<file path="src/rtl/dsa_sched_pkg.sv">
// Shared types and constants for the dsa_check scheduler front-end.
package dsa_sched_pkg;

    typedef enum logic [1:0] {
        S_IDLE   = 2'd0,
        S_LAUNCH = 2'd1,
        S_WAIT   = 2'd2,
        S_RESP   = 2'd3
    } sched_state_t;

    localparam logic [2:0] CFG_P   = 3'd0;
    localparam logic [2:0] CFG_Q   = 3'd1;
    localparam logic [2:0] CFG_G   = 3'd2;
    localparam logic [2:0] CFG_PP  = 3'd3;
    localparam logic [2:0] CFG_R2P = 3'd4;
    localparam logic [2:0] CFG_QP  = 3'd5;
    localparam logic [2:0] CFG_R2Q = 3'd6;
    localparam int         CFG_NUM = 7;

endpackage

</file>
<file path="src/rtl/dsa_rr_arbiter.sv">
// Combinational round-robin arbiter: grants the first request after 'last'.
module dsa_rr_arbiter #(
    parameter int N = 4
) (
    input  logic [N-1:0]         req,
    input  logic [$clog2(N)-1:0] last,
    input  logic                 en,
    output logic [N-1:0]         gnt,
    output logic [$clog2(N)-1:0] gnt_idx
);
    localparam int IW = $clog2(N);

    logic          hit;
    logic [IW-1:0] idx;

    // Walk offsets from farthest to nearest so the nearest request wins.
    always_comb begin
        gnt     = '0;
        gnt_idx = '0;
        hit     = 1'b0;
        idx     = '0;
        for (int k = N; k >= 1; k--) begin
            idx = IW'((int'(last) + k) % N);
            if (en && req[idx]) begin
                hit     = 1'b1;
                gnt_idx = idx;
            end
        end
        if (hit) gnt[gnt_idx] = 1'b1;
    end

endmodule

</file>
<file path="src/rtl/dsa_check_sched.sv">
// Config registers, round-robin request scheduling and verdict return for one dsa_check engine.
// Optional range rejection of r/s at accept is enabled by defining DSA_SCHED_RANGE_CHECK_EN.
module dsa_check_sched
    import dsa_sched_pkg::*;
#(
    parameter int LEN     = 64,
    parameter int N_REQ   = 4,
    parameter int TIMEOUT = 4096
) (
    input  logic                   clk,
    input  logic                   rst_n,
    input  logic                   cfg_we,
    input  logic [2:0]             cfg_addr,
    input  logic [LEN-1:0]         cfg_wdata,
    output logic                   cfg_busy,
    input  logic [N_REQ-1:0]       req_valid,
    output logic [N_REQ-1:0]       req_ready,
    input  logic [N_REQ*LEN-1:0]   req_y,
    input  logic [N_REQ*LEN-1:0]   req_r,
    input  logic [N_REQ*LEN-1:0]   req_s,
    input  logic [N_REQ*LEN-1:0]   req_z,
    output logic [N_REQ-1:0]       rsp_valid,
    output logic                   rsp_ok,
    output logic                   rsp_err,
    output logic                   eng_start,
    output logic [LEN-1:0]         eng_p,
    output logic [LEN-1:0]         eng_q,
    output logic [LEN-1:0]         eng_g,
    output logic [LEN-1:0]         eng_p_prime,
    output logic [LEN-1:0]         eng_r2_mod_p,
    output logic [LEN-1:0]         eng_q_prime,
    output logic [LEN-1:0]         eng_r2_mod_q,
    output logic [LEN-1:0]         eng_y,
    output logic [LEN-1:0]         eng_r,
    output logic [LEN-1:0]         eng_s,
    output logic [LEN-1:0]         eng_z,
    input  logic                   eng_valid,
    input  logic                   eng_done
);
    localparam int            IW   = $clog2(N_REQ);
    localparam int            CW   = $clog2(TIMEOUT + 1);
    localparam logic [CW-1:0] TO_C = CW'(TIMEOUT);

    sched_state_t   state_q, state_d;
    logic [IW-1:0]  last_q, last_d, owner_q, owner_d;
    logic [CW-1:0]  cnt_q, cnt_d;
    logic           ok_q, ok_d, err_q, err_d;
    logic [LEN-1:0] y_q, y_d, r_q, r_d, s_q, s_d, z_q, z_d;
    logic [LEN-1:0] cfg_q [CFG_NUM];
    logic [LEN-1:0] cfg_d [CFG_NUM];

    logic [N_REQ-1:0] gnt;
    logic [IW-1:0]    gnt_idx;
    logic             grant_en, range_bad;
    logic [LEN-1:0]   sel_y, sel_r, sel_s, sel_z;

    assign grant_en = (state_q == S_IDLE) && !cfg_we && rst_n;

    dsa_rr_arbiter #(.N(N_REQ)) u_arb (
        .req     (req_valid),
        .last    (last_q),
        .en      (grant_en),
        .gnt     (gnt),
        .gnt_idx (gnt_idx)
    );

    always_comb begin
        sel_y = '0;
        sel_r = '0;
        sel_s = '0;
        sel_z = '0;
        for (int i = 0; i < N_REQ; i++) begin
            if (gnt[i]) begin
                sel_y = req_y[i*LEN +: LEN];
                sel_r = req_r[i*LEN +: LEN];
                sel_s = req_s[i*LEN +: LEN];
                sel_z = req_z[i*LEN +: LEN];
            end
        end
    end

`ifdef DSA_SCHED_RANGE_CHECK_EN
    assign range_bad = (sel_r == '0) || (sel_r >= cfg_q[CFG_Q]) ||
                       (sel_s == '0) || (sel_s >= cfg_q[CFG_Q]);
`else
    assign range_bad = 1'b0;
`endif

    always_comb begin
        state_d = state_q;
        last_d  = last_q;
        owner_d = owner_q;
        cnt_d   = cnt_q;
        ok_d    = ok_q;
        err_d   = err_q;
        y_d     = y_q;
        r_d     = r_q;
        s_d     = s_q;
        z_d     = z_q;
        cfg_d   = cfg_q;
        case (state_q)
            S_IDLE: begin
                if (cfg_we) begin
                    for (int i = 0; i < CFG_NUM; i++)
                        if (cfg_addr == 3'(i)) cfg_d[i] = cfg_wdata;
                end else if (|gnt) begin
                    y_d     = sel_y;
                    r_d     = sel_r;
                    s_d     = sel_s;
                    z_d     = sel_z;
                    last_d  = gnt_idx;
                    owner_d = gnt_idx;
                    if (range_bad) begin
                        ok_d    = 1'b0;
                        err_d   = 1'b1;
                        state_d = S_RESP;
                    end else begin
                        state_d = S_LAUNCH;
                    end
                end
            end
            S_LAUNCH: begin
                cnt_d   = '0;
                state_d = S_WAIT;
            end
            S_WAIT: begin
                // cnt_q is still zero on the first WAIT cycle, where done may be stale.
                if (eng_done && cnt_q != '0) begin
                    ok_d    = eng_valid;
                    err_d   = 1'b0;
                    state_d = S_RESP;
                end else begin
                    if (cnt_q < TO_C) cnt_d = cnt_q + 1'b1;
                    if (cnt_d >= TO_C) begin
                        ok_d    = 1'b0;
                        err_d   = 1'b1;
                        state_d = S_RESP;
                    end
                end
            end
            S_RESP:  state_d = S_IDLE;
            default: state_d = S_IDLE;
        endcase
    end

    always_ff @(posedge clk) begin
        if (!rst_n) begin
            state_q <= S_IDLE;
            last_q  <= IW'(N_REQ - 1);
            owner_q <= '0;
            cnt_q   <= '0;
            ok_q    <= 1'b0;
            err_q   <= 1'b0;
            y_q     <= '0;
            r_q     <= '0;
            s_q     <= '0;
            z_q     <= '0;
            for (int i = 0; i < CFG_NUM; i++) cfg_q[i] <= '0;
        end else begin
            state_q <= state_d;
            last_q  <= last_d;
            owner_q <= owner_d;
            cnt_q   <= cnt_d;
            ok_q    <= ok_d;
            err_q   <= err_d;
            y_q     <= y_d;
            r_q     <= r_d;
            s_q     <= s_d;
            z_q     <= z_d;
            cfg_q   <= cfg_d;
        end
    end

    always_comb begin
        rsp_valid = '0;
        if (state_q == S_RESP) rsp_valid[owner_q] = 1'b1;
    end

    assign req_ready    = gnt;
    assign cfg_busy     = (state_q != S_IDLE);
    assign eng_start    = (state_q == S_LAUNCH);
    assign rsp_ok       = ok_q;
    assign rsp_err      = err_q;
    assign eng_p        = cfg_q[CFG_P];
    assign eng_q        = cfg_q[CFG_Q];
    assign eng_g        = cfg_q[CFG_G];
    assign eng_p_prime  = cfg_q[CFG_PP];
    assign eng_r2_mod_p = cfg_q[CFG_R2P];
    assign eng_q_prime  = cfg_q[CFG_QP];
    assign eng_r2_mod_q = cfg_q[CFG_R2Q];
    assign eng_y        = y_q;
    assign eng_r        = r_q;
    assign eng_s        = s_q;
    assign eng_z        = z_q;

endmodule

</file>
<file path="config.mk">
export PLATFORM = sky130hd
export DESIGN_NAME = dsa_check_sched
export DESIGN_NICKNAME = d
export VERILOG_FILES = /design/src/rtl/dsa_sched_pkg.sv /design/src/rtl/dsa_rr_arbiter.sv /design/src/rtl/dsa_check_sched.sv
export SDC_FILE = /design/constraint.sdc
export NUM_CORES = 2
export LEC_CHECK = 0
export BUFFER_PORTS_ARGS = -buffer_cell sky130_fd_sc_hd__buf_2
export CORE_AREA = 2 2 704 706
export CTS_CLUSTER_DIAMETER = 150
export DETAILED_ROUTE_END_ITERATION = 7
export DIE_AREA = 0 0 706 708
export HOLD_SLACK_MARGIN = 0.06
export PLACE_DENSITY = 0.3
export SYNTH_ARGS = -nofsm -noshare
export SYNTH_HDL_FRONTEND = slang
export SYNTH_HIERARCHICAL = 1
export SYNTH_SLANG_ARGS = --single-unit
</file>
<file path="constraint.sdc">
create_clock -name clk -period 5.3 [get_ports clk]
set_input_delay 1.325 -clock clk [delete_from_list [all_inputs] [get_ports clk]]
set_output_delay 1.325 -clock clk [all_outputs]
set_load 0.1 [all_outputs]
</file>
==> qor.csv <==
stage,metric,value,unit
status,status,"complete, no violations",
clock_tree,TritonCTS Buffers,111,
yosys,Syn. warnings,6,
pwr,clock share of power,0.325,
job,Max-Cap Viols,0,
setup_path,WP data required,3.97,ns
timing,fin crit period,4.813,ns
route,WL/cell,25.80,microns
timing,Fin Setup TNS,0,ns
timing,Tcrit/Tclk final,0.9082,
global_route,GRT overflow,0,
floorplanning,die width,706,microns
route,Antenna Nets Post-Route,0,
pwr,Pleak,22.23,nW
global_route,vias in the first global route,38960,
placement,Placer Congestion,0.9237,
finish,most frequent cells in the layout,"buf_2 (1810), nand2_1 (925), dfxtp_1 (725), a21oi_1 (517), a21boi_0 (452)",
timing,Final setup viols,0,
clock_tree,clock root cell,clkbuf_16,
pwr,Peak VDD IR,257.0,uV
yosys,number of synthesized flops with an enable pin,0,
yosys,sequential area share after synthesis,0.4363,
floorplanning,I/O pin total,1816,
clock_tree,clk slew on worst S/H paths,0.06,ns
pwr,Comb pwr share,0.410,
placement,PortBufs,1815,
pwr,Internal,12.81,mW
placement,Placed Cells,12240,
yosys,Yosys cell types,53,
timing,Max Freq,0.2078,GHz
global_route,All-Layer GR Usage,0.1227,
yosys,post-synth top area share,0.4363,
clock_tree,# clock sinks,725,
worst_hold_path,hold crit path type,reg -> reg,
yosys,post-synthesis cell area,33260,sq um
pwr,Switch Pwr,11.60,mW
floorplanning,Core Rows,258,
finish,Nets,6962,
finish,"Cell Count, Final, Fillers Out",12550,
clock_tree,H-Tree Depth,3,
global_route,largest net degree at the start of global routing,136,
timing,Rel. slew slack,0.1260,
floorplanning,Initial Util,0.06757,
route,via count,39930,
finish,proportion of layout cells with a drive suffix above 1,0.3646,
floorplanning,die area,499800,sq um
global_route,antenna violations before repair,184,
yosys,"area leader, netlist",dfxtp_1,
yosys,largest cells by area after synthesis,"dfxtp_1 (44%), nand2_1 (10%), a21boi_0 (10%), a21oi_1 (7.8%), a221oi_1 (6.7%)",
pwr,PD cells,446.1,nW/um^2
yosys,Post-Syn Instances,4192,
setup_path,critical path launch point type,flop,
yosys,Syn Area/Cell,7.935,sq um
finish,Layout fillers,57500,
route,drt via density,3.182,
timing,worst-margin pin slew,1.311,ns
yosys,Synth Net Count,5298,
floorplanning,Die Ht,708,microns
yosys,"Async S/R FF share, synth",0,
floorplanning,CORE AREA,492300,sq um
placement,HPWL after DPL,264500,microns
timing,Final Hold Fails,0,
route,First DRT Iteration DRCs,2581,
route,final wirelength,323800,microns
timing,Worst Skew,0.08237,ns
route,Residual DRC,0,
yosys,register bit total from synthesis,725,
clock_tree,CTS tree,done,
pwr,Switching Share,0.4754,
setup_path,critical path type,reg -> out,
setup_path,Critical Path Sink Type,output pin,
clock_tree,number of setup buffers added after CTS,0,
clock_tree,worst skew pair latency,0.91,ns
finish,share of the core filled with cells,0.1111,
setup_path,Worst EP arrival,3.49,ns
timing,Slew Limit Fails,0,
yosys,leading register cell type out of synthesis,dfxtp_1,
timing,RSZ-0062 raised after global routing,no,
route,drt first pass iters,6,
global_route,first-pass GRT wire length,409700,microns
clock_tree,clock tree buffer depth,4,
setup_path,crit-path max FO,8,
finish,area growth from synthesis to layout,64.49,%
finish,"commonest non-fill, non-tap cell in the layout",buf_2,
pwr,Sequential Power Share,0.265,
## cell families (layout without fill, tap and decap cells)
group           count (synthesis)  count (layout)  share of synthesized area
mux                            12              12                   0.004025
compound gates               1765            1765                     0.3599
fa+ha+maj                       6               6                   0.002257
flops                         725             725                     0.4363
simple gates                 1013            1013                     0.1203
other cells                     0             105                          0
buf+inv                       671            2422                    0.07715
## cell usage after synthesis (2+ instances only)
library cell / count
buf_2: 26
a211o_1: 255
nand3_1: 12
nor2_1: 11
dfxtp_1: 725
nor3b_1: 2
or2_2: 4
o21ai_0: 260
o21a_1: 3
or4_1: 2
nor3_1: 7
nor4_1: 5
o31a_1: 2
o22ai_1: 3
o31ai_1: 4
nor2b_1: 5
nand2b_1: 15
or3_1: 4
buf_6: 2
nand3b_1: 4
inv_1: 262
and2_1: 3
and3_1: 3
nand2_1: 925
ha_1: 6
buf_1: 4
clkbuf_1: 377
a21boi_0: 452
a21oi_1: 517
a221oi_1: 256
mux2i_1: 10
o41a_1: 2
nand4_1: 4
## through the flow
step / area [sq um] / setup slack [ns] / power (mW) / hold WS (ns)
floorplan: 33280 / 0.0005898 / 13.00 / 0.4509
finish: 54720 / 0.4868 / 24.41 / 0.4589
CTS: 54450 / 0.1530 / 25.02 / 0.4631
detailed placement: 50680 / 0.1207 / 16.75 / 0.4551
global placement: 50680 / 0.1780 / 16.82 / 0.4521
global route: 54620 / 0.07819 / 25.47 / 0.4732
## what timing repair did
item | 4_1_cts | 5_1_grt
resized for setup | 0 | 1
endpoints found under the setup margin | 0 | 1
hold buffers | 0 | 0
## worst max-delay path, cell delays in order (launching register included)
cell and delay, ns:
dfxtp_1 0.36, inv_1 0.10, ha_1 0.14, buf_4 0.20, inv_1 0.14, nor3b_2 0.35, nand2_1 0.16, o22ai_1 0.26
a21o_1 0.16, a41oi_2 0.19, nor2_4 0.18, buf_12 0.17, buf_12 0.19
## metal layers
layer  part of all wire  track usage  wire (microns)
met1               0.38       0.1379          123900
met2               0.48       0.2113          156900
met5             0.0020     0.004133             639
met4              0.040      0.04216           12830
met3              0.091      0.04605           29470
## layout make-up
class / count / area [sq um] / share of cell area
Clock buffer: 162 / 3209 / 0.05865
Clock inverter: 38 / 560.5 / 0.01024
Multi-Input combinational cell: 2796 / 16350 / 0.2988
Tap cell: 6500 / 8133 / 0.1486
Antenna cell: 105 / 262.8 / 0.004802
Sequential cell: 725 / 14510 / 0.2653
Timing Repair Buffer: 1960 / 10710 / 0.1957
Inverter: 262 / 983.4 / 0.01797
## registers in the layout (all words and copies together), names as in the netlist, 64 cells and up
name          cells
eng_s            64
eng_r2_mod_p     64
eng_p            64
eng_r2_mod_q     64
eng_g            64
eng_r            64
eng_p_prime      64
eng_q            64
eng_y            64
eng_z            64
eng_q_prime      64
## power groups by stage
stage	clock (mW)	sequential, mW	combinational, mW
detailed placement	0	6.57	10.2
CTS	8.34	6.47	10.2
global route	8.47	6.52	10.5
global placement	0	6.59	10.2
finish	7.94	6.46	10.0
floorplan	0	10.7	2.29
## final timing paths
kind,slack [ns],depth (start not counted),endpoint,start
worst max-delay path,0.49,12,req_ready[2],state_q[1]
worst min-delay path,0.46,2,eng_q[63],eng_q[63]
worst max register to register,0.87,16,eng_z[30],state_q[1]
worst min register to register,0.46,2,eng_q[63],eng_q[63]
Note: power is estimated with default switching activity, not from simulation.
